==> src/rtl/mult_arb_pkg.sv <==
// mult_arb_pkg: shared types and constants for the multiplier arbiter.
//   state_t : arbiter FSM states (IDLE arbitrates, EXEC evaluates op_q)
//   OP_MAX  : largest operand the core maps; anything above is an error
//   GLYPH   : active-low 7-segment glyphs 0..F, bit order gfedcba
//   DASH    : glyph shown for an error result
//   BLANK   : all segments off
package mult_arb_pkg;

  typedef enum logic {
    IDLE = 1'b0,
    EXEC = 1'b1
  } state_t;

  localparam logic [3:0] OP_MAX = 4'd8;

  localparam logic [6:0] GLYPH [16] = '{
    7'b1000000, // 0
    7'b1111001, // 1
    7'b0100100, // 2
    7'b0110000, // 3
    7'b0011001, // 4
    7'b0010010, // 5
    7'b0000010, // 6
    7'b1111000, // 7
    7'b0000000, // 8
    7'b0010000, // 9
    7'b0001000, // A
    7'b0000011, // b
    7'b1000110, // C
    7'b0100001, // d
    7'b0000110, // E
    7'b0001110  // F
  };

  localparam logic [6:0] DASH  = 7'b0111111;
  localparam logic [6:0] BLANK = 7'b1111111;

endpackage

==> src/rtl/spec_mult_core.sv <==
// spec_mult_core: combinational specialised multiplier.
//   op   [3:0] in  : operand
//   data [6:0] out : 0-2 -> op, 3-5 -> 2op+1, 6-8 -> 2op-1, else 0
//   err        out : operand above OP_MAX
// Arithmetic is carried at 5 bits (max result 15) and zero-extended.
module spec_mult_core
  import mult_arb_pkg::*;
(
  input  logic [3:0] op,
  output logic [6:0] data,
  output logic       err
);

  logic [4:0] op5;
  logic [4:0] res5;

  always_comb begin
    op5  = {1'b0, op};
    res5 = 5'd0;
    err  = 1'b0;
    if (op > OP_MAX) begin
      err = 1'b1;
    end else if (op <= 4'd2) begin
      res5 = op5;
    end else if (op <= 4'd5) begin
      res5 = {op5[3:0], 1'b0} + 5'd1;
    end else begin
      res5 = {op5[3:0], 1'b0} - 5'd1;
    end
  end

  assign data = {2'b00, res5};

endmodule

==> src/rtl/mult_arbiter.sv <==
// mult_arbiter: shares one spec_mult_core between two requesters.
//   FAIR            : 1 = round-robin, 0 = fixed priority (req0 wins)
//   clk, rst_n      : clock, asynchronous active-low reset
//   reqN_valid/op   : operand offer, held stable while valid
//   reqN_ready      : accept strobe (combinational, IDLE only)
//   rspN_valid/data/err, rspN_ready : one-entry response buffer per requester
//   busy            : operation in flight (EXEC)
//   HEX             : active-low gfedcba glyph of the latest result
// Optional feature macro: MULT_ARB_HEX_EN enables the HEX register; when
// undefined, HEX is tied blank.
module mult_arbiter
  import mult_arb_pkg::*;
#(
  parameter bit FAIR = 1'b1
) (
  input  logic       clk,
  input  logic       rst_n,
  input  logic       req0_valid,
  input  logic [3:0] req0_op,
  output logic       req0_ready,
  input  logic       req1_valid,
  input  logic [3:0] req1_op,
  output logic       req1_ready,
  output logic       rsp0_valid,
  input  logic       rsp0_ready,
  output logic [6:0] rsp0_data,
  output logic       rsp0_err,
  output logic       rsp1_valid,
  input  logic       rsp1_ready,
  output logic [6:0] rsp1_data,
  output logic       rsp1_err,
  output logic       busy,
  output logic [6:0] HEX
);

  state_t     state_reg;
  state_t     state_next;
  logic [3:0] op_q;
  logic       id_q;
  logic       last_grant;   // 1 = req1 was granted last, so req0 wins a tie
  logic       elig0;
  logic       elig1;
  logic       gnt0;
  logic       gnt1;
  logic [6:0] core_data;
  logic       core_err;

  logic [1:0] rsp_valid_reg;
  logic [1:0] rsp_err_reg;
  logic [6:0] rsp_data_reg [2];
  logic [1:0] rsp_ready_w;

  // A requester with a full buffer (registered) is not eligible; a pop in
  // the same cycle does not bypass into eligibility.
  assign elig0 = req0_valid & ~rsp_valid_reg[0];
  assign elig1 = req1_valid & ~rsp_valid_reg[1];

  always_ff @(posedge clk or negedge rst_n) begin
    if (!rst_n) begin
      state_reg <= IDLE;
    end else begin
      state_reg <= state_next;
    end
  end

  always_comb begin
    state_next = state_reg;
    gnt0       = 1'b0;
    gnt1       = 1'b0;
    case (state_reg)
      IDLE: begin
        if (elig0 && elig1) begin
          if (FAIR) begin
            gnt0 = last_grant;
            gnt1 = ~last_grant;
          end else begin
            gnt0 = 1'b1;
          end
        end else begin
          gnt0 = elig0;
          gnt1 = elig1;
        end
        if (gnt0 || gnt1) begin
          state_next = EXEC;
        end
      end
      EXEC: begin
        state_next = IDLE;
      end
      default: begin
        state_next = IDLE;
      end
    endcase
  end

  assign req0_ready = gnt0;
  assign req1_ready = gnt1;
  assign busy       = (state_reg == EXEC);

  // Operand and owner are captured only at handshake.
  always_ff @(posedge clk or negedge rst_n) begin
    if (!rst_n) begin
      op_q       <= 4'd0;
      id_q       <= 1'b0;
      last_grant <= 1'b1;
    end else if (gnt0 || gnt1) begin
      op_q       <= gnt1 ? req1_op : req0_op;
      id_q       <= gnt1;
      last_grant <= gnt1;
    end
  end

  spec_mult_core u_core (
    .op   (op_q),
    .data (core_data),
    .err  (core_err)
  );

  assign rsp_ready_w = {rsp1_ready, rsp0_ready};

  // The owner's buffer is always empty during EXEC (no grant while full),
  // so the write never collides with a pop of the same buffer.
  generate
    for (genvar gi = 0; gi < 2; gi++) begin : g_rsp
      always_ff @(posedge clk or negedge rst_n) begin
        if (!rst_n) begin
          rsp_valid_reg[gi] <= 1'b0;
          rsp_data_reg[gi]  <= 7'd0;
          rsp_err_reg[gi]   <= 1'b0;
        end else if (state_reg == EXEC && id_q == (gi != 0)) begin
          rsp_valid_reg[gi] <= 1'b1;
          rsp_data_reg[gi]  <= core_data;
          rsp_err_reg[gi]   <= core_err;
        end else if (rsp_valid_reg[gi] && rsp_ready_w[gi]) begin
          rsp_valid_reg[gi] <= 1'b0;
        end
      end
    end
  endgenerate

  assign rsp0_valid = rsp_valid_reg[0];
  assign rsp0_data  = rsp_data_reg[0];
  assign rsp0_err   = rsp_err_reg[0];
  assign rsp1_valid = rsp_valid_reg[1];
  assign rsp1_data  = rsp_data_reg[1];
  assign rsp1_err   = rsp_err_reg[1];

`ifdef MULT_ARB_HEX_EN
  logic [6:0] hex_reg;

  always_ff @(posedge clk or negedge rst_n) begin
    if (!rst_n) begin
      hex_reg <= BLANK;
    end else if (state_reg == EXEC) begin
      hex_reg <= core_err ? DASH : GLYPH[core_data[3:0]];
    end
  end

  assign HEX = hex_reg;
`else
  assign HEX = BLANK;
`endif

endmodule

==> config.mk <==
export PLATFORM = sky130hd
export DESIGN_NAME = mult_arbiter
export DESIGN_NICKNAME = d
export VERILOG_FILES = /design/src/rtl/mult_arb_pkg.sv /design/src/rtl/spec_mult_core.sv /design/src/rtl/mult_arbiter.sv
export SDC_FILE = /design/constraint.sdc
export NUM_CORES = 1
export LEC_CHECK = 0
export CAP_MARGIN = 40
export CELL_PAD_IN_SITES_DETAIL_PLACEMENT = 0
export CELL_PAD_IN_SITES_GLOBAL_PLACEMENT = 1
export CORE_ASPECT_RATIO = 1.2
export CORE_UTILIZATION = 35
export DETAILED_ROUTE_END_ITERATION = 10
export PLACE_DENSITY = 0.8
export SLEW_MARGIN = 0
export SYNTH_ARGS = -nofsm -noshare
export SYNTH_HDL_FRONTEND = slang
export SYNTH_SLANG_ARGS = --single-unit
==> constraint.sdc <==
create_clock -name clk -period 3.2 [get_ports clk]
set_input_delay 0.64 -clock clk [delete_from_list [all_inputs] [get_ports clk]]
set_output_delay 0.64 -clock clk [all_outputs]
set_load 0.01 [all_outputs]
==> reports/qor.txt <==
number of buffers added by the clock tree synthesis step: 3
class of the tightest hold or removal check: reg2reg
number of antenna diodes: 0
Peak VDD IR: 0.000564 V
critical path class: in2out
buffer depth of the longest clock path: 2
share of total power in the clock network: 10.1%
maximum number of pins on one net before global-route repair: 15
CP delay by family, top: buffers and inverters
Static Leakage: 0.660 nW
port bufs: 30
CORE AREA: 3140 um^2
combinational group share of total power: 50.8%
via count of the first global-routing pass: 884
status: finished, final reports clean
die outline width: 55 um
cell row count: 22
accumulated negative setup slack: 0 ps
number of DRC violations after detailed routing: 0
final-report max-slew violation count: 0
switching share of total power: 40.1%
commonest cells after routing, fill and taps aside: sky130_fd_sc_hd__clkdlybuf4s50_1 (30), sky130_fd_sc_hd__dfrtp_1 (20), sky130_fd_sc_hd__nand2_1 (12), sky130_fd_sc_hd__conb_1 (11), sky130_fd_sc_hd__o21ai_0 (10)
clock tree from TritonCTS: built
final worst-path cycle share: 91.7%
number of storage elements in the synthesis netlist: 21
buffers inserted by post-CTS timing repair: 0
wire length of the first global-routing pass: 4.05 mm
number of vias per cell: 5.06
# nets final: 162
number of instances in the synthesized netlist: 118
latest clock arrival within the worst-skew pair: 310 ps
via count: 915
initial core utilization: 37.6%
Ports: 42
Final Power: 1.31 mW
most numerous cell on the critical path: sky130_fd_sc_hd__clkdlybuf4s50_1
Syn. warnings: 0
Switch Pwr: 0.526 mW
global routing usage summed across all routing layers: 15.2%
sequential group share of total power: 39.2%
Core Util, Final: 47.1%
final hold violation count: 0
number of DRC markers in iteration 0: 12
Critical Path RT: 2560 ps
fraction of layout cells with a size suffix above 1: 8.28%
most common cell after layout, fill and taps aside: sky130_fd_sc_hd__clkdlybuf4s50_1
arrival time worst endpoint: 2290 ps
synth unique cells: 38
GPL Wtd Cong: 0.739
H-tree level count: 1
worst clock skew: 4.35 ps
cell internal pwr: 0.787 mW
Final setup viols: 0
sum of net half-perimeters after detailed placement: 1.80 mm
min cycle time layout: 2930 ps
met1 Usage GRT: 19.3%
maximum achievable frequency: 341 MHz
critical-path cell list: clkdlybuf4s50_1 > and3b_1 > nor3_1 > clkdlybuf4s50_1
synth-to-layout area growth: 25.3%
# fillers: 343
total clock sinks: 21
Post-CTS Hold Buffers: 0
Least-Margin Pin Slew: 565 ps
unrepaired setup endpoints after global routing: false
sum of buffers and inverters on the critical path: 2
Routed wire per std cell: 13.1 um
post-cts sizing count: 0
average cell area after synthesis: 10.0 um^2
met3 layer usage reported by global route: 3.01%
delay of the slowest critical-path stage: 620 ps
met2 global-route usage: 24.2%
P per Cell Area: 888 nW/um^2
number of iterations in the first detailed-routing pass: 4
clock transition at the register clock pins on the worst setup and hold paths after CTS: 120 ps
aggregate global routing overflow: 0
global routing's busiest layer: met2
Max-slew headroom: 62.2%
Worst path slowest cell: sky130_fd_sc_hd__clkdlybuf4s50_1
sum of routed wire length over all layers: 2.38 mm
Clock Root Buffer: sky130_fd_sc_hd__clkbuf_4
Critical Path Start Type: primary input
CP endpoint kind: primary output
number of nets still failing antenna checks after routing: 0
number of violations of the max-capacitance limit: 0
post-synthesis cell area: 1180 um^2
part of the Yosys area used for sequential elements: 44.6%
top fanout value on the critical path: 5
number of antenna violations at the first check in global routing: 0
Die Ht: 65.6 um
die footprint: 3610 um^2
synthesized netlist by cell type:
cell type,number,area [um^2]
sky130_fd_sc_hd__nor4b_1,3,26.3
sky130_fd_sc_hd__and2_1,1,6.26
sky130_fd_sc_hd__a21o_4,1,15.0
sky130_fd_sc_hd__a21oi_1,1,5.00
sky130_fd_sc_hd__nand3b_1,1,7.51
sky130_fd_sc_hd__and3_1,1,6.26
sky130_fd_sc_hd__a311oi_1,1,8.76
sky130_fd_sc_hd__nor2_1,1,3.75
sky130_fd_sc_hd__and3b_1,2,17.5
sky130_fd_sc_hd__a221oi_1,2,17.5
sky130_fd_sc_hd__buf_2,2,10.0
sky130_fd_sc_hd__ha_1,2,25.0
sky130_fd_sc_hd__nand2b_1,3,18.8
sky130_fd_sc_hd__conb_1,2,7.51
sky130_fd_sc_hd__inv_1,6,22.5
sky130_fd_sc_hd__a221o_1,2,20.0
sky130_fd_sc_hd__nor3b_1,1,7.51
sky130_fd_sc_hd__dfstp_2,1,26.3
sky130_fd_sc_hd__a21o_2,2,17.5
sky130_fd_sc_hd__mux2i_1,2,20.0
sky130_fd_sc_hd__a211oi_1,1,7.51
sky130_fd_sc_hd__clkbuf_1,2,7.51
sky130_fd_sc_hd__and4bb_2,2,25.0
sky130_fd_sc_hd__o31ai_1,6,45.0
sky130_fd_sc_hd__buf_4,11,82.6
sky130_fd_sc_hd__nor4bb_1,1,10.0
sky130_fd_sc_hd__or3_1,3,18.8
sky130_fd_sc_hd__buf_6,2,22.5
sky130_fd_sc_hd__nor2b_1,1,6.26
sky130_fd_sc_hd__nor3_1,3,15.0
sky130_fd_sc_hd__o21ai_0,10,50.1
sky130_fd_sc_hd__a22oi_1,2,15.0
sky130_fd_sc_hd__a21o_1,1,7.51
sky130_fd_sc_hd__dfrtp_1,20,500
sky130_fd_sc_hd__nand2b_4,1,13.8
sky130_fd_sc_hd__o21ai_1,2,10.0
sky130_fd_sc_hd__or3b_1,1,8.76
sky130_fd_sc_hd__nand2_1,12,45.0
power groups by stage:
stage | clock network (mW) | registers, mW | logic (mW)
final | 0.132 | 0.515 | 0.667
after global routing | 0.153 | 0.536 | 0.754
after CTS | 0.138 | 0.515 | 0.677
after detailed placement | 0 | 0.521 | 0.673
after global placement | 0 | 0.515 | 0.659
after floorplan | 0 | 0.498 | 0.449
routing by layer:
metal  vias to the layer above  part of all wire (%)
li1                        454                     -
met1                       424                    47
met2                        33                    46
met3                         4                   6.4
met4                         0                  0.67
met5                         -                     0
cell type report:
cell class                 count  area [um^2]  area share, %
clock inverter                 1         5.00          0.338
timing repair buffer          31          315           21.3
tap                           36         45.0           3.05
inverter                       6         22.5           1.52
sequential                    21          527           35.6
multi-input combinational     83          542           36.6
clock buffer                   3         22.5           1.52
tightest hold or removal path, delay by kind of cell, from the launching register on:
family	cells	cell delay [ps]
AO/OA/AOI/OAI	1	60
flip-flops	1	360
AND/OR/NAND/NOR	1	50
cell families (layout without fill, tap and decap cells):
| kind of cell | count (synthesis) | in the layout | share of synthesized area, % |
|---|---|---|---|
| AND/OR/NAND/NOR | 37 | 37 | 20.0 |
| multiplexers | 2 | 2 | 1.70 |
| adder cells (fa/ha/maj) | 2 | 2 | 2.12 |
| AO/OA/AOI/OAI | 31 | 31 | 18.6 |
| buffers and inverters | 23 | 41 | 12.3 |
| flip-flops | 21 | 21 | 44.6 |
| other | 2 | 11 | 0.637 |
per-stage QoR:
stage                     instance area, um^2  hold slack [ps]  instances  setup WS (ps)
final                                    1480              496        181            266
after global routing                     1480              530        181            159
after CTS                                1480              499        181            263
after detailed placement                 1450              471        177            279
after global placement                   1440              462        176            319
after floorplan                          1210              344        127           1320
sequential cells by signal, summed over array words and instances, names as in the netlist:
| name | count |
|---|---|
| busy | 1 |
| id_q | 1 |
| last_grant | 1 |
| op_q | 4 |
| rsp0_data | 5 |
| rsp0_err | 1 |
| rsp0_valid | 1 |
| rsp1_data | 5 |
| rsp1_err | 1 |
| rsp1_valid | 1 |
worst paths after layout:
path / start / to / slack [ps] / cells after the start
setup / recovery: req0_valid / req1_ready / 270 / 4
hold / removal: rsp0_err$_DFFE_PN0P_ / rsp0_err$_DFFE_PN0P_ / 500 / 2
setup reg to reg: op_q[0]$_DFFE_PN0P_ / rsp0_data[2]$_DFFE_PN0P_ / 1360 / 5
hold reg to reg: rsp0_err$_DFFE_PN0P_ / rsp0_err$_DFFE_PN0P_ / 500 / 2
max in group asynchronous: rst_n / op_q[3]$_DFFE_PN0P_ / 2050 / 2
min in group asynchronous: rst_n / rsp1_data[0]$_DFFE_PN0P_ / 680 / 1
Power figures use the tool's default switching activity.
